### src/rtl/alu_ctrl_decoder_pkg.sv
// Shared definitions for the ALU control decoder.
// Holds the opcode/ALU code values, instruction field positions, decoder FSM
// state encodings and small helpers that classify an ALU code.
package alu_ctrl_decoder_pkg;

    localparam int unsigned DataW = 16;
    localparam int unsigned OpW   = 5;

    // Register-select field positions within an instruction word.
    localparam int unsigned SrcMsb = 10;
    localparam int unsigned SrcLsb = 8;
    localparam int unsigned DstMsb = 7;
    localparam int unsigned DstLsb = 5;

    // Opcode value equals the ALU control code for every legal opcode.
    typedef enum logic [3:0] {
        AluNop  = 4'd0,
        AluNot  = 4'd1,
        AluInc  = 4'd2,
        AluDec  = 4'd3,
        AluMov  = 4'd4,
        AluAdd  = 4'd5,
        AluSub  = 4'd6,
        AluAnd  = 4'd7,
        AluOr   = 4'd8,
        AluIadd = 4'd9,
        AluLdm  = 4'd10,
        AluSetc = 4'd11,
        AluClrc = 4'd12,
        AluLdd  = 4'd13,
        AluStd  = 4'd14
    } alu_code_e;

    localparam int unsigned OpMaxLegal = 14;

    typedef enum logic [0:0] {
        StOp  = 1'b0,
        StImm = 1'b1
    } state_e;

    // True for codes that carry an immediate in a second word.
    function automatic logic is_two_word(input logic [3:0] code);
        return (code == AluIadd) || (code == AluLdm);
    endfunction

    // Codes whose result is written back.
    function automatic logic code_wb_en(input logic [3:0] code);
        return ((code >= AluNot) && (code <= AluLdm)) || (code == AluLdd);
    endfunction

    // Codes that update the carry bit.
    function automatic logic code_upd_c(input logic [3:0] code);
        return ((code >= AluNot) && (code <= AluDec)) ||
               ((code >= AluAdd) && (code <= AluClrc));
    endfunction

    // Codes that update the zero and negative bits.
    function automatic logic code_upd_zn(input logic [3:0] code);
        return ((code >= AluNot) && (code <= AluDec)) ||
               ((code >= AluAdd) && (code <= AluLdm));
    endfunction

endpackage

### src/rtl/alu_ctrl_decoder_ccr_reg.sv
// Condition-code register {C,Z,N}.
// Ports:
//   clk, rst  - clock, synchronous active-high reset
//   upd_en    - an instruction is retiring from execute this edge
//   code      - ALU code of that instruction (selects which bits update)
//   carry, zero, neg - ALU flag outputs
//   ccr       - {C,Z,N}
module alu_ctrl_decoder_ccr_reg
    import alu_ctrl_decoder_pkg::*;
(
    input  logic       clk,
    input  logic       rst,
    input  logic       upd_en,
    input  logic [3:0] code,
    input  logic       carry,
    input  logic       zero,
    input  logic       neg,
    output logic [2:0] ccr
);

    logic [2:0] ccr_q, ccr_d;

    always_comb begin
        ccr_d = ccr_q;
        if (upd_en) begin
            if (code_upd_c(code)) begin
                // SETC/CLRC force carry regardless of the ALU flag.
                if (code == AluSetc) begin
                    ccr_d[2] = 1'b1;
                end else if (code == AluClrc) begin
                    ccr_d[2] = 1'b0;
                end else begin
                    ccr_d[2] = carry;
                end
            end
            if (code_upd_zn(code)) begin
                ccr_d[1] = zero;
                ccr_d[0] = neg;
            end
        end
    end

    always_ff @(posedge clk) begin
        if (rst) begin
            ccr_q <= 3'b000;
        end else begin
            ccr_q <= ccr_d;
        end
    end

    assign ccr = ccr_q;

endmodule

### src/rtl/alu_ctrl_decoder.sv
// Decode stage for the 16-bit ALU: turns fetched instruction words (one or
// two words for immediate forms) into registered execute-stage controls and
// keeps the condition-code register fed from the ALU flags.
// Ports:
//   clk, rst                - clock, synchronous active-high reset
//   instr_valid, instr_in   - word from fetch; instr_ready = ~stall
//   stall, flush            - hazard freeze; branch/interrupt flush
//   alu_ctrl, src_sel, dst_sel, imm, wb_en, ex_valid - execute-stage controls
//   illegal                 - pulse when an undefined opcode is accepted
//   alu_carry/zero/neg      - ALU flags; ccr = {C,Z,N}
module alu_ctrl_decoder
    import alu_ctrl_decoder_pkg::*;
#(
    parameter int unsigned N   = DataW,
    parameter int unsigned OPW = OpW
) (
    input  logic         clk,
    input  logic         rst,
    input  logic         instr_valid,
    input  logic [N-1:0] instr_in,
    output logic         instr_ready,
    input  logic         stall,
    input  logic         flush,
    output logic [3:0]   alu_ctrl,
    output logic [2:0]   src_sel,
    output logic [2:0]   dst_sel,
    output logic [N-1:0] imm,
    output logic         wb_en,
    output logic         ex_valid,
    output logic         illegal,
    input  logic         alu_carry,
    input  logic         alu_zero,
    input  logic         alu_neg,
    output logic [2:0]   ccr
);

    state_e         state_q, state_d;
    logic [3:0]     hold_ctrl_q, hold_ctrl_d;
    logic [2:0]     hold_src_q, hold_src_d;
    logic [2:0]     hold_dst_q, hold_dst_d;
    logic [3:0]     alu_ctrl_q, alu_ctrl_d;
    logic [2:0]     src_sel_q, src_sel_d;
    logic [2:0]     dst_sel_q, dst_sel_d;
    logic [N-1:0]   imm_q, imm_d;
    logic           wb_en_q, wb_en_d;
    logic           ex_valid_q, ex_valid_d;
    logic           illegal_q, illegal_d;

    logic [OPW-1:0] opcode;
    logic [3:0]     code;
    logic [2:0]     word_src;
    logic [2:0]     word_dst;
    logic           legal;
    logic           accept;
    logic           unused_bits;

    assign opcode      = instr_in[N-1 -: OPW];
    assign code        = opcode[3:0];
    assign word_src    = instr_in[SrcMsb:SrcLsb];
    assign word_dst    = instr_in[DstMsb:DstLsb];
    assign legal       = (32'(opcode) <= OpMaxLegal);
    assign unused_bits = ^instr_in[DstLsb-1:0];

    // Flush does not gate readiness; the word is simply dropped on a flush.
    assign instr_ready = ~stall;
    assign accept      = instr_valid & ~stall;

    always_comb begin
        state_d     = state_q;
        hold_ctrl_d = hold_ctrl_q;
        hold_src_d  = hold_src_q;
        hold_dst_d  = hold_dst_q;
        alu_ctrl_d  = alu_ctrl_q;
        src_sel_d   = src_sel_q;
        dst_sel_d   = dst_sel_q;
        imm_d       = imm_q;
        wb_en_d     = wb_en_q;
        ex_valid_d  = ex_valid_q;
        illegal_d   = illegal_q;

        if (flush) begin
            state_d     = StOp;
            hold_ctrl_d = 4'd0;
            hold_src_d  = 3'd0;
            hold_dst_d  = 3'd0;
            alu_ctrl_d  = AluNop;
            wb_en_d     = 1'b0;
            ex_valid_d  = 1'b0;
            illegal_d   = 1'b0;
        end else if (!stall) begin
            ex_valid_d = 1'b0;
            illegal_d  = 1'b0;
            if (accept) begin
                unique case (state_q)
                    StOp: begin
                        if (!legal) begin
                            // Undefined opcode issues as a NOP bubble.
                            alu_ctrl_d = AluNop;
                            src_sel_d  = word_src;
                            dst_sel_d  = word_dst;
                            imm_d      = '0;
                            wb_en_d    = 1'b0;
                            ex_valid_d = 1'b1;
                            illegal_d  = 1'b1;
                        end else if (is_two_word(code)) begin
                            hold_ctrl_d = code;
                            hold_src_d  = word_src;
                            hold_dst_d  = word_dst;
                            state_d     = StImm;
                        end else begin
                            alu_ctrl_d = code;
                            src_sel_d  = word_src;
                            dst_sel_d  = word_dst;
                            imm_d      = '0;
                            wb_en_d    = code_wb_en(code);
                            ex_valid_d = 1'b1;
                        end
                    end
                    StImm: begin
                        alu_ctrl_d = hold_ctrl_q;
                        src_sel_d  = hold_src_q;
                        dst_sel_d  = hold_dst_q;
                        imm_d      = instr_in;
                        wb_en_d    = code_wb_en(hold_ctrl_q);
                        ex_valid_d = 1'b1;
                        state_d    = StOp;
                    end
                    default: state_d = StOp;
                endcase
            end
        end
    end

    always_ff @(posedge clk) begin
        if (rst) begin
            state_q     <= StOp;
            hold_ctrl_q <= 4'd0;
            hold_src_q  <= 3'd0;
            hold_dst_q  <= 3'd0;
            alu_ctrl_q  <= 4'd0;
            src_sel_q   <= 3'd0;
            dst_sel_q   <= 3'd0;
            imm_q       <= '0;
            wb_en_q     <= 1'b0;
            ex_valid_q  <= 1'b0;
            illegal_q   <= 1'b0;
        end else begin
            state_q     <= state_d;
            hold_ctrl_q <= hold_ctrl_d;
            hold_src_q  <= hold_src_d;
            hold_dst_q  <= hold_dst_d;
            alu_ctrl_q  <= alu_ctrl_d;
            src_sel_q   <= src_sel_d;
            dst_sel_q   <= dst_sel_d;
            imm_q       <= imm_d;
            wb_en_q     <= wb_en_d;
            ex_valid_q  <= ex_valid_d;
            illegal_q   <= illegal_d;
        end
    end

    // The instruction in execute retires (and updates flags) on any
    // non-stalled edge, including a flush edge.
    alu_ctrl_decoder_ccr_reg u_ccr_reg (
        .clk    (clk),
        .rst    (rst),
        .upd_en (ex_valid_q & ~stall),
        .code   (alu_ctrl_q),
        .carry  (alu_carry),
        .zero   (alu_zero),
        .neg    (alu_neg),
        .ccr    (ccr)
    );

    assign alu_ctrl = alu_ctrl_q;
    assign src_sel  = src_sel_q;
    assign dst_sel  = dst_sel_q;
    assign imm      = imm_q;
    assign wb_en    = wb_en_q;
    assign ex_valid = ex_valid_q;
    assign illegal  = illegal_q;

endmodule

### config.mk
export PLATFORM = sky130hd
export DESIGN_NAME = alu_ctrl_decoder
export DESIGN_NICKNAME = d
export VERILOG_FILES = /design/src/rtl/alu_ctrl_decoder_pkg.sv /design/src/rtl/alu_ctrl_decoder_ccr_reg.sv /design/src/rtl/alu_ctrl_decoder.sv
export SDC_FILE = /design/constraint.sdc
export NUM_CORES = 1
export LEC_CHECK = 0
export BUFFER_PORTS_ARGS = -buffer_cell sky130_fd_sc_hd__buf_4
export CAP_MARGIN = 20
export CORE_UTILIZATION = 51
export CTS_CLUSTER_DIAMETER = 30
export CTS_CLUSTER_SIZE = 20
export DETAILED_ROUTE_END_ITERATION = 10
export GPL_ROUTABILITY_DRIVEN = 1
export PLACE_DENSITY = 0.82
export SETUP_SLACK_MARGIN = 0.5
export SLEW_MARGIN = 30
export SYNTH_ARGS = -nofsm -noshare
export SYNTH_HDL_FRONTEND = slang
export SYNTH_HIERARCHICAL = 1
export SYNTH_SLANG_ARGS = --single-unit
### constraint.sdc
create_clock -name clk -period 2.1 [get_ports clk]
set_input_delay 0.315 -clock clk [delete_from_list [all_inputs] [get_ports clk]]
set_output_delay 0.315 -clock clk [all_outputs]
set_load 0.01 [all_outputs]
==> metrics, run 1 <==
Switch Pwr=0.350 mW; Fillers=317; Die W=63.6 µm; crit-path max FO=44; Post-Synth Adder-Cell Area=0%; Post-CTS Setup Inserts=0; Synth area leaders=dfxtp_1 45%, mux2i_1 8.8%, nand2b_1 6.8%, nand3_1 5.2%, o21ai_0 4.4%; Die Ht=63.6 µm; xor/xnor cell area share of the yosys netlist=0.453%; Diodes inserted=0; CTS Buffer Depth=2; CTS sink count=43; sequential element share of the synthesized area=44.5%; TritonCTS buffer count=5; GP Congestion=0.821; share of synthesized registers carrying an async set or reset=0%; Post-Syn Instances=209; crit path launch=state_q; fin nets=283; hold_buf cts=0; register share of total power=56.7%; Crit Path Class=reg -> reg; share of the synthesized area in the top cell type=44.5%; Compound-Gate Fraction of Synth Area=17.2%; largest net degree at the start of global routing=45; synthesized flop and latch total=43; most frequent cells after synthesis=43 x dfxtp_1, 22 x nor2_1, 21 x nand2b_1, 20 x nand3_1; largest family of logic cells by synthesized area=simple AND/OR/NAND/NOR gates; Max Cap Viol=0; endpoints failing hold=0; CP required=2.26 ns; Net Sw Frac=23.8%; Clock Skew=0.00204 ns; Setup crit end=imm[3]; Via density=5.50; period utilization=69.0%; Synth Warn #=6; top-count cell post-synth=dfxtp_1; Mapped Nets=233; hold crit path type=in -> reg; share of cells above drive strength 1=29.5%; vias in the first global route=1489; reg2reg end=imm[3]; FMAX=691 MHz; global route overflow=0; mux cell area share after synthesis=9.96%; Hold WS=0.243 ns; first-pass GRT wire length=6930 µm; CTS tree=done; # IOs=57; clock power share=32.6%; FF-to-FF setup slack=0.65 ns; htree depth=2; Data arrival, critical path=1.61 ns; Post-Route WL=4030 µm; PwrDens=608 mW/mm²; DRC viols=0; unrepaired setup endpoints after global routing=false; Vias=1684; clock root buffer=clkbuf_8; LEAKAGE=1.00 nW; Worst-Margin Slew=0.707 ns; post-DP HPWL=2730 µm; Starting Density=52.8%; Max VDD drop=0.489 mV; Period minus WS final=1.45 ns; WL per Instance=13.2 µm; Pwr Total=1.47 mW; Relative slew margins=52.9%; die area=0.00404 mm²; Skew-Pair Late Insertion Delay=0.29 ns; R2R Path Start=state_q; CP Capture Type=flop; fin. max-slew vios=0; Final ANT Viol Nets=0; worst r2r path cells=5; Post-synth top flop=dfxtp_1; Post-Layout Cell Count=306; setup violators final=0; Final TNS setup=0 ns; internal power=1.12 mW; post-synthesis simple-gate area fraction=21.5%; initial antenna violation count=0; FP Rows=22; Avg Cell Area, Syn=9.26 µm²; combinational share of power=10.7%; dominant cell type by area after synthesis=dfxtp_1; startpoint types=flop; Resized Gates After CTS=0; Inst Count DP=300; Post-synth EDFFs=0; drt first-iter violations=60; post-synth cell types=39; post-layout util=66.1%; CTS clk-pin slew, worst paths=0.08 ns; DRT Pass-1 Iters=4; core area=0.00366 mm²; GR Util All Layers=21.8%; P&R area growth vs syn=25.2%; outcome=complete, no violations; Mapped Area=0.00193 mm²; PortBufs=56
-- sequential cells by signal, indices dropped and copies added (netlist names) --
name / flops
u_ccr_reg/ccr: 3
hold_dst_q: 3
hold_src_q: 3
ex_valid: 1
hold_ctrl_q: 4
src_sel: 3
dst_sel: 3
alu_ctrl: 4
illegal: 1
state_q: 1
wb_en: 1
imm: 16
-- critical path: stages, from the launching register on --
cell and delay (ns):
dfxtp_1 0.34, nor4b_4 0.38, a211oi_4 0.10, buf_4 0.27, nand3_1 0.13, o21ai_0 0.09
-- metrics by stage --
stage	instance area [µm²]	setup WS (ns)
floorplan	1930	0.611
finish	2420	0.652
detailed placement	2340	0.418
CTS	2420	0.635
global placement	2340	0.471
global route	2420	0.513
-- layout make-up --
class,count,area (µm²),area share (%)
Clock buffer,5,68.8,2.84
Clock inverter,1,7.51,0.310
Inverter,4,15.0,0.620
Multi-Input combinational cell,144,951,39.3
Sequential cell,43,861,35.6
Tap cell,48,60.1,2.48
Timing Repair Buffer,61,458,18.9
-- cell families after synthesis --
group / count (synthesis)
xor gates and xnor gates: 1
muxes: 19
buffers and inverters: 22
DFF: 43
AOI/OAI and AO/OA: 48
and+or+nand+nor: 76
-- power by group through the flow --
stage / clock (mW) / sequential, mW / combinational (mW)
6_report: 0.480 / 0.835 / 0.157
5_1_grt: 0.538 / 0.837 / 0.171
4_1_cts: 0.495 / 0.835 / 0.158
3_5_place_dp: 0 / 0.854 / 0.157
3_3_place_gp: 0 / 0.854 / 0.155
2_1_floorplan: 0 / 0.858 / 0.0864
-- metal layers --
metal	track usage [%]	part of all wire, %	up-vias
li1	-	-	836
met1	27.4	45	795
met2	36.4	47	46
met3	5.07	5.9	7
met4	6.82	1.3	0
met5	0	0	-
-- worst min path at each step --
stage,startpoint,to,slack (ns),depth (start not counted)
floorplan,instr_in[0],imm[0],0.45,2
global placement,imm[7],imm[7],0.46,2
detailed placement,imm[2],imm[2],0.47,2
CTS,instr_in[0],imm[0],0.23,3
global route,instr_in[2],imm[2],0.26,3
finish,instr_in[1],imm[1],0.24,3
-- placed cells by master, fill, tap and decap left out, types with 2 or more instances in the layout --
master / instances
buf_4: 61
dfxtp_1: 43
nor2_1: 22
nand2b_1: 21
nand3_1: 20
mux2i_1: 17
o21ai_0: 17
a211oi_1: 8
a21oi_1: 7
clkbuf_8: 5
inv_1: 4
a32oi_1: 4
nor2b_1: 2
a211oi_2: 2
mux2_2: 2
nand2_1: 2
Note: power is estimated with default switching activity, not from simulation.
==> run 2: changes to the inputs <==
--- a/config.mk
+++ b/config.mk
@@ -7,12 +7,12 @@
 export LEC_CHECK = 0
 export BUFFER_PORTS_ARGS = -buffer_cell sky130_fd_sc_hd__buf_4
 export CAP_MARGIN = 20
-export CORE_UTILIZATION = 51
+export CORE_UTILIZATION = 46
 export CTS_CLUSTER_DIAMETER = 30
 export CTS_CLUSTER_SIZE = 20
 export DETAILED_ROUTE_END_ITERATION = 10
 export GPL_ROUTABILITY_DRIVEN = 1
-export PLACE_DENSITY = 0.82
+export PLACE_DENSITY = 0.78
 export SETUP_SLACK_MARGIN = 0.5
 export SLEW_MARGIN = 30
 export SYNTH_ARGS = -nofsm -noshare
==> constraint.sdc (replaced) <==
create_clock -name clk -period 1.25 [get_ports clk]
set_input_delay 0.1875 -clock clk [delete_from_list [all_inputs] [get_ports clk]]
set_output_delay 0.1875 -clock clk [all_outputs]
set_load 0.01 [all_outputs]
==> run 2 against run 1 <==
The flow now finishes with violations (negative setup slack). First-iteration DRC count increased by 10%. Clock power increased by 72%. Setup slack lost 0.84 ns. Largest power group unchanged. Critical path depth grew 1. Largest cell class unchanged. Via count is 15% higher. Register-to-register slack got worse by 0.84 ns. Clock-buffer cell count unchanged. Design area rose by 36%. Highest routed layer unchanged. Utilization increased by 16 points. Non-clock buffer count up 46. Sequential share of layout area decreased by 7.9 points.
==> metrics, run 2 (synthesis gave the netlist of run 1 again) <==
outcome=finished with violations; violated checks=negative setup slack; DRC viols=0; period utilization=115%; Worst-Margin Slew=0.387 ns; Clock Skew=0.00443 ns; # IOs=57; htree depth=2; fin nets=329; endpoints failing hold=0; P&R area growth vs syn=70.5%; setup violators final=38; hold crit path type=in -> reg; max reg flops=16; FP Rows=23; vias in the first global route=1754; Final ANT Viol Nets=0; Max Cap Viol=0; Die Ht=66.8 µm; min-delay src=instr_in[3]; WL per Instance=16.5 µm; CTS tree=done; CP Capture Type=flop; Fillers=247; Data arrival, critical path=1.61 ns; R2R Path Start=state_q; Skew-Pair Late Insertion Delay=0.29 ns; cell chain of the critical path=nor4b_4 -> buf_4 -> nand4_1 -> buf_6 -> mux2i_1 -> nor2_1; CP max stage delay=0.34 ns; Post-Route WL=5860 µm; global route overflow=0; PortBufs=56; TritonCTS buffer count=5; Starting Density=48.0%; GP Congestion=0.866; CP required=1.42 ns; largest net degree at the start of global routing=31; FMAX=693 MHz; GR Util All Layers=24.9%; CTS sink count=43; die area=0.00447 mm²; Vias=1935; drt first-iter violations=66; clock root buffer=clkbuf_8; fin worst setup slack=-0.192 ns; Diodes inserted=0; startpoint types=flop; first-pass GRT wire length=8270 µm; CTS Buffer Depth=2; Final TNS setup=-4.62 ns; multi-input logic area=0.00121 mm²; Relative slew margins=74.2%; unrepaired setup endpoints after global routing=true; LEAKAGE=1.36 nW; Via density=5.47; Die W=66.8 µm; post-DP HPWL=3210 µm; Post-Layout Cell Count=354; CTS clk-pin slew, worst paths=0.08 ns; commonest non-fill, non-tap cells in the layout=58 x buf_4, 46 x buf_6, 29 x dfxtp_2; Reg area=912 µm²; Crit Path Class=reg -> reg; fin. max-slew vios=0; hold_buf cts=0; Max VDD drop=0.777 mV; commonest non-fill, non-tap cell in the layout=buf_4; initial antenna violation count=0; PwrDens=817 mW/mm²; core area=0.00403 mm²; share of cells above drive strength 1=65.5%; crit path launch=state_q; CP max-delay cell=dfxtp_2; DRT Pass-1 Iters=5; Inst Count DP=317; crit-path max FO=4; Period minus WS final=1.44 ns
==> run 2: critical path, delay by kind of cell, from the launching register on <==
family | cells | cell delay, ns
mux | 1 | 0.18
buf+inv | 2 | 0.35
simple gates | 3 | 0.45
flops | 1 | 0.34
==> run 2: worst paths after layout <==
path | to | cells past startpoint | slack [ns]
setup reg to reg | hold_dst_q[1] | 6 | -0.19
hold / removal | imm[3] | 3 | 0.12
hold reg to reg | imm[1] | 2 | 0.48
setup / recovery | hold_dst_q[1] | 6 | -0.19
==> run 2: what timing repair did <==
action                     CTS  global route
gates resized for setup     90            23
pin swaps                    9             8
setup endpoints to repair   76            75
gates cloned                 1             2
setup buffers               13            15
==> run 2: metal layers <==
| metal | vias to the layer above | track usage, % | share of wire (%) |
|---|---|---|---|
| met2 | 61 | 42.7 | 54 |
| met3 | 8 | 6.68 | 4.5 |
| met5 | - | 0 | 0 |
| met4 | 0 | 6.91 | 1.4 |
| li1 | 927 | - | - |
| met1 | 939 | 30.3 | 40 |
==> run 2: area by class of cell <==
type                            instances  share of cell area (%)
Timing Repair Buffer                  107                    30.9
Multi-Input combinational cell        144                    36.8
Clock buffer                            5                    2.09
Sequential cell                        43                    27.7
Tap cell                               50                    1.90
Inverter                                4                   0.531
Clock inverter                          1                   0.190
==> run 2: through the flow <==
| step | area [µm²] | hold slack, ns | total power, mW | setup WS, ns | util (%) |
|---|---|---|---|---|---|
| 6_report | 3300 | 0.119 | 2.69 | -0.192 | 81.9 |
| 5_1_grt | 3300 | 0.130 | 2.80 | -0.265 | 81.9 |
| 4_1_cts | 3050 | 0.119 | 2.64 | -0.152 | 75.8 |
| 3_5_place_dp | 2610 | 0.430 | 1.78 | -0.146 | 64.8 |
| 3_3_place_gp | 2610 | 0.421 | 1.77 | -0.122 | 64.8 |
| 2_1_floorplan | 2100 | 0.314 | 1.62 | -0.125 | - |
==> run 2: where the power goes <==
| group | leakage [nW] | internal [mW] | switching (mW) |
|---|---|---|---|
| clock | 0.0404 | 0.372 | 0.453 |
| sequential | 0.365 | 1.38 | 0.0238 |
| combinational | 0.950 | 0.247 | 0.213 |
| total | 1.36 | 2.00 | 0.690 |
